File: src/rtl/bus_sampler.sv
// Socket-side front end for the 6530 core: oversamples the asynchronous 6502 bus,
// latches one clean transaction per PHI2 cycle and drives read data back onto the socket.
module bus_sampler #(
   parameter int SYNC_STAGES   = 2,
   parameter int SETTLE_CYCLES = 3,
   parameter int HOLD_CYCLES   = 1
) (
   input  logic       clk,
   input  logic       rst,
   input  logic       bus_phi2,
   input  logic       bus_rw,
   input  logic [9:0] bus_addr,
   input  logic       bus_cs1,
   input  logic       bus_rs0,
   input  logic [7:0] bus_data_in,
   output logic [7:0] bus_data_out,
   output logic       bus_data_oe,
   output logic       core_phi2,
   output logic       core_we_n,
   output logic [9:0] core_A,
   output logic       core_CS1,
   output logic       core_RS0,
   output logic [7:0] core_DI,
   input  logic [7:0] core_DO,
   input  logic       core_OE
);

   localparam int CNT_W = 8;
   localparam logic [CNT_W-1:0] SETTLE_LAST = CNT_W'(SETTLE_CYCLES - 1);
   localparam logic [CNT_W-1:0] HOLD_LAST   = CNT_W'((HOLD_CYCLES > 0) ? HOLD_CYCLES - 1 : 0);

   typedef enum logic [2:0] {
      IDLE   = 3'd0,
      SETTLE = 3'd1,
      READ   = 3'd2,
      WRITE  = 3'd3,
      PULSE  = 3'd4,
      HOLD   = 3'd5
   } state_t;

   // PHI2 synchroniser chain
   logic [SYNC_STAGES-1:0] sync_q, sync_d;
   logic [SYNC_STAGES-1:0] fill_q, fill_d;
   logic                   phi2_s;
   logic                   phi2_d_q;
   logic                   armed_q, armed_d;
   logic                   rise, fall;

   assign sync_d[0] = bus_phi2;
   assign fill_d[0] = 1'b1;

   genvar gi;
   generate
      for (gi = 1; gi < SYNC_STAGES; gi++) begin : g_sync
         assign sync_d[gi] = sync_q[gi-1];
         assign fill_d[gi] = fill_q[gi-1];
      end
   endgenerate

   assign phi2_s = sync_q[SYNC_STAGES-1];
   assign rise   = phi2_s & ~phi2_d_q;
   assign fall   = ~phi2_s & phi2_d_q;

   // A rise only counts once PHI2 has been seen low through a fully refilled chain,
   // so a cycle cut short by reset cannot produce a pulse when its fall arrives.
   assign armed_d = armed_q | (fill_q[SYNC_STAGES-1] & ~phi2_s);

   always_ff @(posedge clk) begin
      if (rst) begin
         sync_q   <= '0;
         fill_q   <= '0;
         phi2_d_q <= 1'b0;
         armed_q  <= 1'b0;
      end else begin
         sync_q   <= sync_d;
         fill_q   <= fill_d;
         phi2_d_q <= phi2_s;
         armed_q  <= armed_d;
      end
   end

   // Transaction FSM
   state_t           state_q, state_d;
   logic [CNT_W-1:0] cnt_q, cnt_d;
   logic             core_phi2_q, core_phi2_d;
   logic             we_n_q, we_n_d;
   logic [9:0]       addr_q, addr_d;
   logic             cs1_q, cs1_d;
   logic             rs0_q, rs0_d;
   logic [7:0]       di_q, di_d;
   logic [7:0]       dout_q, dout_d;
   logic             oe_q, oe_d;

   always_ff @(posedge clk) begin
      if (rst) begin
         state_q     <= IDLE;
         cnt_q       <= '0;
         core_phi2_q <= 1'b0;
         we_n_q      <= 1'b1;
         addr_q      <= '0;
         cs1_q       <= 1'b0;
         rs0_q       <= 1'b0;
         di_q        <= '0;
         dout_q      <= '0;
         oe_q        <= 1'b0;
      end else begin
         state_q     <= state_d;
         cnt_q       <= cnt_d;
         core_phi2_q <= core_phi2_d;
         we_n_q      <= we_n_d;
         addr_q      <= addr_d;
         cs1_q       <= cs1_d;
         rs0_q       <= rs0_d;
         di_q        <= di_d;
         dout_q      <= dout_d;
         oe_q        <= oe_d;
      end
   end

   always_comb begin
      state_d = state_q;
      cnt_d   = cnt_q;
      we_n_d  = we_n_q;
      addr_d  = addr_q;
      cs1_d   = cs1_q;
      rs0_d   = rs0_q;
      di_d    = di_q;
      dout_d  = dout_q;
      oe_d    = oe_q;

      case (state_q)
         IDLE: begin
            if (rise && armed_q) begin
               state_d = SETTLE;
               cnt_d   = '0;
            end
         end

         SETTLE: begin
            if (fall) begin
               // Cycle ended before the latch: hand the core a deselected, read-only cycle.
               cs1_d   = 1'b0;
               rs0_d   = 1'b0;
               we_n_d  = 1'b1;
               state_d = PULSE;
            end else begin
               cnt_d = cnt_q + 1'b1;
               if (cnt_q == SETTLE_LAST) begin
                  addr_d  = bus_addr;
                  we_n_d  = bus_rw;
                  cs1_d   = bus_cs1;
                  rs0_d   = bus_rs0;
                  state_d = bus_rw ? READ : WRITE;
                  if (!bus_rw) begin
                     oe_d = 1'b0;
                  end
               end
            end
         end

         READ: begin
            dout_d = core_DO;
            oe_d   = core_OE;
            if (fall) begin
               state_d = PULSE;
            end
         end

         WRITE: begin
            oe_d = 1'b0;
            if (fall) begin
               di_d    = bus_data_in;
               state_d = PULSE;
            end
         end

         PULSE: begin
            cnt_d = '0;
            if (rise) begin
               oe_d    = 1'b0;
               we_n_d  = 1'b1;
               state_d = SETTLE;
            end else begin
               state_d = HOLD;
               if (HOLD_CYCLES == 0) begin
                  oe_d = 1'b0;
               end
            end
         end

         HOLD: begin
            if (rise) begin
               oe_d    = 1'b0;
               we_n_d  = 1'b1;
               cnt_d   = '0;
               state_d = SETTLE;
            end else if (cnt_q == HOLD_LAST) begin
               oe_d    = 1'b0;
               we_n_d  = 1'b1;
               state_d = IDLE;
            end else begin
               cnt_d = cnt_q + 1'b1;
            end
         end

         default: begin
            state_d = IDLE;
         end
      endcase

      // PULSE never lasts more than one cycle, so entering it is the whole pulse.
      core_phi2_d = (state_d == PULSE);
   end

   assign bus_data_out = dout_q;
   assign bus_data_oe  = oe_q;
   assign core_phi2    = core_phi2_q;
   assign core_we_n    = we_n_q;
   assign core_A       = addr_q;
   assign core_CS1     = cs1_q;
   assign core_RS0     = rs0_q;
   assign core_DI      = di_q;

endmodule

File: config.mk
export PLATFORM = sky130hd
export DESIGN_NAME = bus_sampler
export DESIGN_NICKNAME = d
export VERILOG_FILES = /design/src/rtl/bus_sampler.sv
export SDC_FILE = /design/constraint.sdc
export NUM_CORES = 1
export LEC_CHECK = 0
export ABC_AREA = 0
export CAP_MARGIN = 0
export CORE_ASPECT_RATIO = 1.25
export CORE_MARGIN = 2
export CORE_UTILIZATION = 40
export CTS_BUF_LIST = sky130_fd_sc_hd__clkbuf_4 sky130_fd_sc_hd__clkbuf_8 sky130_fd_sc_hd__clkbuf_16
export CTS_CLUSTER_SIZE = 40
export DETAILED_ROUTE_END_ITERATION = 10
export MAX_ROUTING_LAYER = met4
export PLACE_DENSITY = 0.7
export SETUP_SLACK_MARGIN = 0.2
export SLEW_MARGIN = 20
export SYNTH_ARGS = -nofsm -noshare
export SYNTH_HDL_FRONTEND = slang
export SYNTH_SLANG_ARGS = --single-unit
File: constraint.sdc
create_clock -name clk -period 3.6 [get_ports clk]
set_input_delay 0.54 -clock clk [delete_from_list [all_inputs] [get_ports clk]]
set_output_delay 0.54 -clock clk [all_outputs]
set_load 0.01 [all_outputs]
Word level (Yosys, flattened, before mapping)
Index checks and enable logic that the tools add are counted.
- add/sub/neg operators: 1
- equal/unequal tests: 15
- multiplexer cells: 32
- bitwise logic cells: 7
- reductions and logical operators: 14
- operators with widths (kind ; count):
    $mux W8 ; 4
    $pmux W8 S4 ; 1
    $mux W3 ; 7
    $mux W1 ; 17
    $pmux W3 S5 ; 1
    $ne A2 B2 Y1 const B ; 5
    $eq A3 B3 Y1 const B ; 3
    $ne A3 B3 Y1 const B ; 3
    $add A8 B1 Y8 const B ; 1
    $eq A8 B2 Y1 const B ; 1
    $logic_not A8 Y1 ; 1
    $reduce_and A4 Y1 ; 2
    $eq A3 B2 Y1 const B ; 2
    $reduce_and A6 Y1 ; 1
    $pmux W1 S5 ; 1
    $reduce_bool A5 Y1 ; 1
    $reduce_and A2 Y1 ; 2
    $reduce_bool A4 Y1 ; 1
    $and A1 B1 Y1 ; 3
    $eq A3 B1 Y1 const B ; 1
    $logic_not A3 Y1 ; 1
    $not A1 Y1 ; 3
    $pmux W1 S3 ; 1
    $reduce_and A3 Y1 ; 1
    5 further kinds ; 5
- register bits after elaboration: 48
- input port bits: 33
- output and inout bits: 31
- logic and storage cells: 84

Longest topological paths before layout
Gate-level depths: netlist (run 1).
- word-level depth: 6
- gate-level depth with buffers: 7
- mapped depth without buffers: 6

Worst setup path before layout (run 1)
OpenSTA, ideal clock, no wires.
- path type: flip-flop to flip-flop
- start: register cnt_q[4]
- end: register addr_q[6], in the netlist core_A[6]
- setup time: 0.128 ns
- arrival time: 1.386 ns
- slack: 2.087 ns
- stages on the path, launching flop included: 7
- clock period less this slack: 1.513 ns
- path through: dfxtp_1 > nor4_4 > nand3_2 > nor2_4 > buf_12 > mux2i_1 > nor2_1
- longest elaborated chain between the ends: 2
- ends and longest elaborated chain (item ; line ; RTL):
    from (decl) ; 84 ; logic [CNT_W-1:0] cnt_q, cnt_d;
    from (signal assigned) ; 108 ; cnt_q <= cnt_d;
    $eq A8 B2 Y1 ; 148 ; if (cnt_q == SETTLE_LAST) begin
    $reduce_and A3 Y1 (no line) ; n/a ;
    to (signal assigned) ; 111 ; addr_q <= addr_d;
    to (decl) ; 87 ; logic [9:0] addr_q, addr_d;
Every way passes these cells.
A chain may end at the register's enable or synchronous reset.

Final worst setup path (run 1)
- start: register state_q[0]
- end: register cnt_q[6]
- longest elaborated chain between the ends: 3
- elaborated cells between the ends (all ways): 10
- classes of those cells: 6 x eq/ne; 1 x mux; 3 x reduce/logical
- ends and longest elaborated chain (item ; line ; RTL):
    from (decl) ; 83 ; state_t state_q, state_d;
    from (signal assigned) ; 107 ; state_q <= state_d;
    $eq A3 B3 Y1, or another cell as far along ; 131 ; case (state_q)
    $ne A3 B3 Y1 (no line), or another cell as far along ; n/a ;
    $reduce_and A4 Y1 (no line) ; n/a ;
Parallel ways exist; a longest one is shown, timed or not.

==> results.py, run 1 <==
metrics = {
    "synthesis": {
        "synth_top_family_by_area": "simple AND/OR/NAND/NOR gates",
        "syn-num-nets": 256,
        "synth_top_area_share_pct": 45.4,
        "ys_seq_elements": 48,
        "netlist_instances": 220,
        "synth-compound-area-share_pct": 14.2,
        "ys_warn_count": 0,
        "seq_area_frac_synth_pct": 45.4,
        "synthXorXnorAreaFrac_pct": 0,
        "synth_area_per_cell_um2": 9.61,
        "synthAdderAreaFrac_pct": 1.78,
        "yosys.cell_types.count": 47,
        "synthMuxAreaShare_pct": 12.8,
        "synthSimpleGateAreaFrac_pct": 21.4,
        "yosysTopAreaCell": "dfxtp_1",
        "synth_area_leaders": "dfxtp_1 (45%), mux2i_1 (13%), nor2_1 (6.9%)",
        "netlist_area_um2": 2110,
    },
    "setup_path": {
        "cp.required_ns": 3.81,
        "worstSetupStartpointType": "flop",
        "endpoint_kind": "flop",
        "crit_arrival_ns": 2.03,
        "cp_max_fo": 10,
        "crit_type": "flop to flop",
    },
    "sta": {
        "fmax_mhz": 548,
        "setup_violations": 0,
        "period_share_pct": 50.6,
        "fin_crit_ns": 1.82,
        "maxSlewViolCount": 0,
        "hold_violations": 0,
        "tightest_slew_ns": 0.549,
        "skew_ns": 0.00569,
        "rsz0062_at_grt": "false",
        "relSlewSlack_pct": 63.3,
        "fin_setup_tns_ns": 0,
    },
    "global_route": {
        "grt_pass1_wl_um": 7780,
        "grt_pass1_vias": 1622,
        "grt_util_all_layers_pct": 16.6,
        "grt_max_degree": 36,
        "overflow": 0,
        "antenna_found_initial": 0,
    },
    "layout": {
        "regArea_um2": 961,
        "final_net_count": 318,
        "num-fill-cells": 497,
        "drive_gt1_share_pct": 8.48,
        "n_antenna_cell": 0,
        "finalInstanceArea_um2": 2870,
        "final_util_pct": 56.6,
        "area_delta_synth_final_pct": 35.9,
        "multi_input_area_um2": 1060,
    },
    "clock_network": {
        "h-tree-depth": 2,
        "clk_pin_slew_worst_paths_ns": 0.09,
        "clock_sinks": 48,
        "cts_tree": "built",
        "post-cts-setup-buffers": 0,
        "cts_root_buffer": "clkbuf_8",
        "cts_buffers": 5,
        "cts_resized": 0,
        "ctsHoldBuffers": 0,
        "clk_latency_ns": 0.30,
        "clock_path_buffers": 2,
    },
    "run": {
        "maxCapViolations": 0,
    },
    "detailed_routing": {
        "m1WireLength_um": 2180,
        "vias": 1770,
        "drt_iter0_markers": 98,
        "dr.pass1.iters": 4,
        "wirelength_um": 4720,
        "drcViolationCount": 0,
        "routed-wl-met2_um": 2230,
        "dr.max_layer_used": "met4",
        "vias_per_cell": 5.13,
        "dr_wl_met3_um": 234,
        "wl_per_cell_um": 13.7,
        "ant_nets": 0,
    },
    "die": {
        "start_util_pct": 41.6,
        "die_w_um": 69.0,
        "io_pins": 64,
        "rows": 29,
        "dieArea_um2": 5890,
        "coreArea_um2": 5080,
        "die_h_um": 85.3,
    },
    "placed_design": {
        "globalplace.congestion": 0.835,
        "port_buffers": 63,
        "dp_hpwl_um": 3450,
        "post_dp_cell_area_um2": 2780,
    },
    "hold_path": {
        "holdCritPathClass": "flop to flop",
    },
    "power": {
        "irDropWorstVdd_v": 0.000191,
        "power.density_nw_per_um2": 326,
        "p_leak_uw": 0.000963,
    },
    "run_status": {
        "status": "finished clean",
    },
}
[path summary, 6_finish.rpt]
path / from / endpoint / slack (ns) / cells after the start
setup / recovery: state_q[0] / cnt_q[6] / 1.78 / 5
setup reg to reg: state_q[0] / cnt_q[6] / 1.78 / 5
hold reg to reg: sync_q[0] / sync_q[1] / 0.45 / 1
hold / removal: sync_q[0] / sync_q[1] / 0.45 / 1
[report_power, final]
group	internal (uW)	leakage [uW]	switching, uW
clock network	157	0.0000516	181
logic	38.4	0.000524	24.0
registers	534	0.000388	2.67
total	730	0.000963	208
[layout by cell type (no fill, tap or decap), drive strengths merged, types with 2 or more instances in the layout]
cell type	Yosys	layout
a211oi	2	2
a21o	2	2
a21oi	14	14
a22oi	2	2
and3	2	2
buf	5	2
clkbuf	5	6
clkdlybuf4s50	0	63
dfxtp	48	48
ha	3	3
inv	9	10
mux2i	27	27
nand2	6	6
nand2b	2	2
nand3	9	9
nand4b	2	2
nor2	41	41
nor2b	8	8
nor3	3	3
nor3b	2	2
nor4	2	2
o21a	2	2
o21ai	5	5
o32ai	3	3
o41ai	3	3
or3	2	2
[cells in the mapped netlist (all sizes together)]
| library cell | instances |
|---|---|
| a211o | 1 |
| a211oi | 2 |
| a21o | 2 |
| a21oi | 14 |
| a221o | 1 |
| a221oi | 1 |
| a22oi | 2 |
| a31oi | 1 |
| and3 | 2 |
| buf | 5 |
| clkbuf | 5 |
| dfxtp | 48 |
| ha | 3 |
| inv | 9 |
| mux2i | 27 |
| nand2 | 6 |
| nand2b | 2 |
| nand3 | 9 |
| nand4 | 1 |
| nand4b | 2 |
| nor2 | 41 |
| nor2b | 8 |
| nor3 | 3 |
| nor3b | 2 |
| nor4 | 2 |
| nor4b | 1 |
| o211ai | 1 |
| o21a | 2 |
| o21ai | 5 |
| o221ai | 1 |
| o22ai | 1 |
| o31a | 1 |
| o32ai | 3 |
| o41ai | 3 |
| or2 | 1 |
| or3 | 2 |
[through the flow]
step	total power, uW	setup slack [ns]	instances	hold WS, ns
floorplan	570	2.09	220	0.414
global placement	611	1.59	337	0.417
detailed placement	611	1.55	337	0.425
CTS	946	1.77	345	0.451
global route	966	1.57	345	0.460
finish	938	1.78	345	0.448
[state kept, by name, summed over array words and instances, names as in the netlist]
| signal | flops |
|---|---|
| armed_q | 1 |
| bus_data_oe | 1 |
| bus_data_out | 8 |
| cnt_q | 8 |
| core_A | 10 |
| core_CS1 | 1 |
| core_DI | 8 |
| core_RS0 | 1 |
| core_phi2 | 1 |
| core_we_n | 1 |
| fill_q | 2 |
| phi2_d_q | 1 |
| state_q | 3 |
| sync_q | 2 |
[per-layer routing]
layer / up-vias / global-route usage [%]
met1: 817 / 21.6
met4: 0 / 5.35
li1: 897 / -
met5: - / -
met3: 5 / 3.56
met2: 51 / 25.9
[layout make-up]
cell class	count	area share [%]
Multi-Input combinational cell	153	36.9
Sequential cell	48	33.4
Tap cell	62	2.70
Timing Repair Buffer	65	22.5
Clock inverter	2	0.479
Inverter	9	1.18
Clock buffer	6	2.87
[worst max-delay path, stage by stage, from the launching register on]
cell      delay, ns
dfxtp_1        0.55
inv_1          0.19
a211oi_2       0.37
o21a_2         0.23
nand2_2        0.10
o41ai_2        0.29
[kinds of logic after synthesis]
group | after synthesis
adder cells (fa/ha/maj) | 3
flip-flops | 48
multiplexers | 27
AND/OR/NAND/NOR | 82
AO/OA/AOI/OAI | 41
buffers and inverters | 19
Power figures use the tool's default switching activity.
==> run 2: changes to the inputs <==
==> constraint.sdc (replaced) <==
create_clock -name clk -period 1.74 [get_ports clk]
set_input_delay 0.261 -clock clk [delete_from_list [all_inputs] [get_ports clk]]
set_output_delay 0.261 -clock clk [all_outputs]
set_load 0.01 [all_outputs]
==> run 2 against run 1 <==
Via count grew 5.0%; register-to-register slack lost 1.6 ns; die area is the same; critical path depth is the same; highest routed layer unchanged.
==> results.py, run 2 (synthesis gave the netlist of run 1 again) <==
metrics = {
    "placed_design": {
        "dp_hpwl_um": 3690,
        "port_buffers": 63,
        "place_ws_ns": 0.113,
        "globalplace.congestion": 0.866,
    },
    "layout": {
        "drive_gt1_share_pct": 17.4,
        "largest_reg_flops": 10,
        "final_cell_mix": "clkdlybuf4s50_1 (63), dfxtp_1 (41), nor2_1 (38)",
        "final_net_count": 334,
        "n_antenna_cell": 0,
        "num-fill-cells": 460,
        "final_util_pct": 60.0,
        "layout_commonest_cell": "clkdlybuf4s50_1",
        "area_delta_synth_final_pct": 44.3,
    },
    "power": {
        "power_frac_seq_pct": 58.6,
        "comb_power_share_pct": 7.5,
        "intPower_uw": 1460,
        "power.total_uw": 1890,
        "power.density_nw_per_um2": 620,
        "swShare_pct": 22.6,
        "clock_power_share_pct": 33.9,
        "irDropWorstVdd_v": 0.000526,
        "p_leak_uw": 0.00106,
        "p_sw_uw": 428,
    },
    "hold_path": {
        "hp-start": "fill_q[0]",
        "holdCritPathClass": "flop to flop",
    },
    "sta": {
        "skew_ns": 0.00622,
        "fin_setup_tns_ns": 0,
        "relSlewSlack_pct": 72.9,
        "fmax_mhz": 623,
        "maxSlewViolCount": 0,
        "tightest_slew_ns": 0.404,
        "period_share_pct": 92.2,
        "fin_crit_ns": 1.60,
        "rsz0062_at_grt": "true",
        "hold_violations": 0,
        "layout_setup_ws_ns": 0.136,
        "setup_violations": 0,
    },
    "setup_path": {
        "worstSetupStartpointType": "flop",
        "cp_max_fo": 4,
        "crit_type": "flop to flop",
        "endpoint_kind": "flop",
        "worstReg2RegStart": "cnt_q[4]",
        "cp_top_family": "simple AND/OR/NAND/NOR gates",
        "critPathMaxStageDelay_ns": 0.37,
        "crit_buf_inv": 0,
        "crit_arrival_ns": 1.80,
        "cp.required_ns": 1.94,
        "crit_path_start": "cnt_q[4]",
        "cp_cell_sequence": "nor4_4, nand4_2, a221oi_2, mux2i_1, nand2_1",
        "cp_slowest_cell": "nor4_4",
    },
    "clock_network": {
        "cts_tree": "built",
        "clock_sinks": 48,
        "cts_buffers": 5,
        "cts_root_buffer": "clkbuf_8",
        "clk_pin_slew_worst_paths_ns": 0.09,
        "clk_latency_ns": 0.30,
        "clock_path_buffers": 2,
        "ctsHoldBuffers": 0,
        "h-tree-depth": 2,
    },
    "detailed_routing": {
        "vias_per_cell": 5.16,
        "drt_iter0_markers": 49,
        "drcViolationCount": 0,
        "vias": 1859,
        "ant_nets": 0,
        "dr.pass1.iters": 4,
        "wl_per_cell_um": 14.1,
        "wirelength_um": 5060,
    },
    "global_route": {
        "grt_pass1_vias": 1714,
        "grt_max_degree": 18,
        "overflow": 0,
        "grt_pass1_wl_um": 8160,
        "grt_util_all_layers_pct": 17.5,
        "antenna_found_initial": 0,
    },
    "die": {
        "die_h_um": 85.3,
        "start_util_pct": 41.6,
        "io_pins": 64,
        "coreArea_um2": 5080,
        "die_w_um": 69.0,
        "rows": 29,
        "dieArea_um2": 5890,
    },
    "run": {
        "maxCapViolations": 0,
    },
    "run_status": {
        "status": "finished clean",
    },
}
==> run 2: layout make-up <==
cell class | count | area [um^2] | share of cell area [%]
clock inverter | 2 | 12.5 | 0.410
timing repair buffer | 81 | 795 | 26.0
inverter | 9 | 33.8 | 1.11
clock buffer | 5 | 68.8 | 2.26
sequential | 48 | 972 | 31.9
multi-input combinational | 153 | 1090 | 35.8
tap | 62 | 77.6 | 2.54
==> run 2: metal layers <==
metal  share of wire, %  vias to the layer above  track usage, %  routed length (um)
met2                 51                       55            29.0                2580
met4                1.5                        0            6.42                  77
met3                4.6                        5            3.44                 233
li1                   -                      929               -                   -
met5                  0                        -               -                   0
met1                 43                      870            21.2                2170
==> run 2: per-stage QoR <==
step | std cells | hold WS, ns | instance area [um^2]
global route | 360 | 0.468 | 3050
CTS | 359 | 0.448 | 3010
floorplan | 220 | 0.389 | 2110
finish | 360 | 0.440 | 3050
global placement | 348 | 0.419 | 2870
detailed placement | 348 | 0.429 | 2870
==> run 2: worst paths after layout <==
| kind | end | cells past startpoint | slack [ns] |
|---|---|---|---|
| setup / recovery | core_we_n | 5 | 0.14 |
| hold / removal | fill_q[1] | 1 | 0.44 |
| setup reg to reg | core_we_n | 5 | 0.14 |
| hold reg to reg | fill_q[1] | 1 | 0.44 |
==> run 2: power by group through the flow <==
stage / registers, uW / logic (uW) / clock network [uW]
finish: 1110 / 142 / 641
global route: 1110 / 152 / 703
CTS: 1110 / 139 / 663
detailed placement: 1140 / 137 / 0
global placement: 1140 / 136 / 0
floorplan: 1130 / 46.6 / 0
==> run 2: what timing repair did <==
| action | CTS | global route |
|---|---|---|
| pin swaps | 6 | 7 |
| setup buffers | 4 | 1 |
| resized for setup | 4 | 14 |
| endpoints found under the setup margin | 27 | 27 |
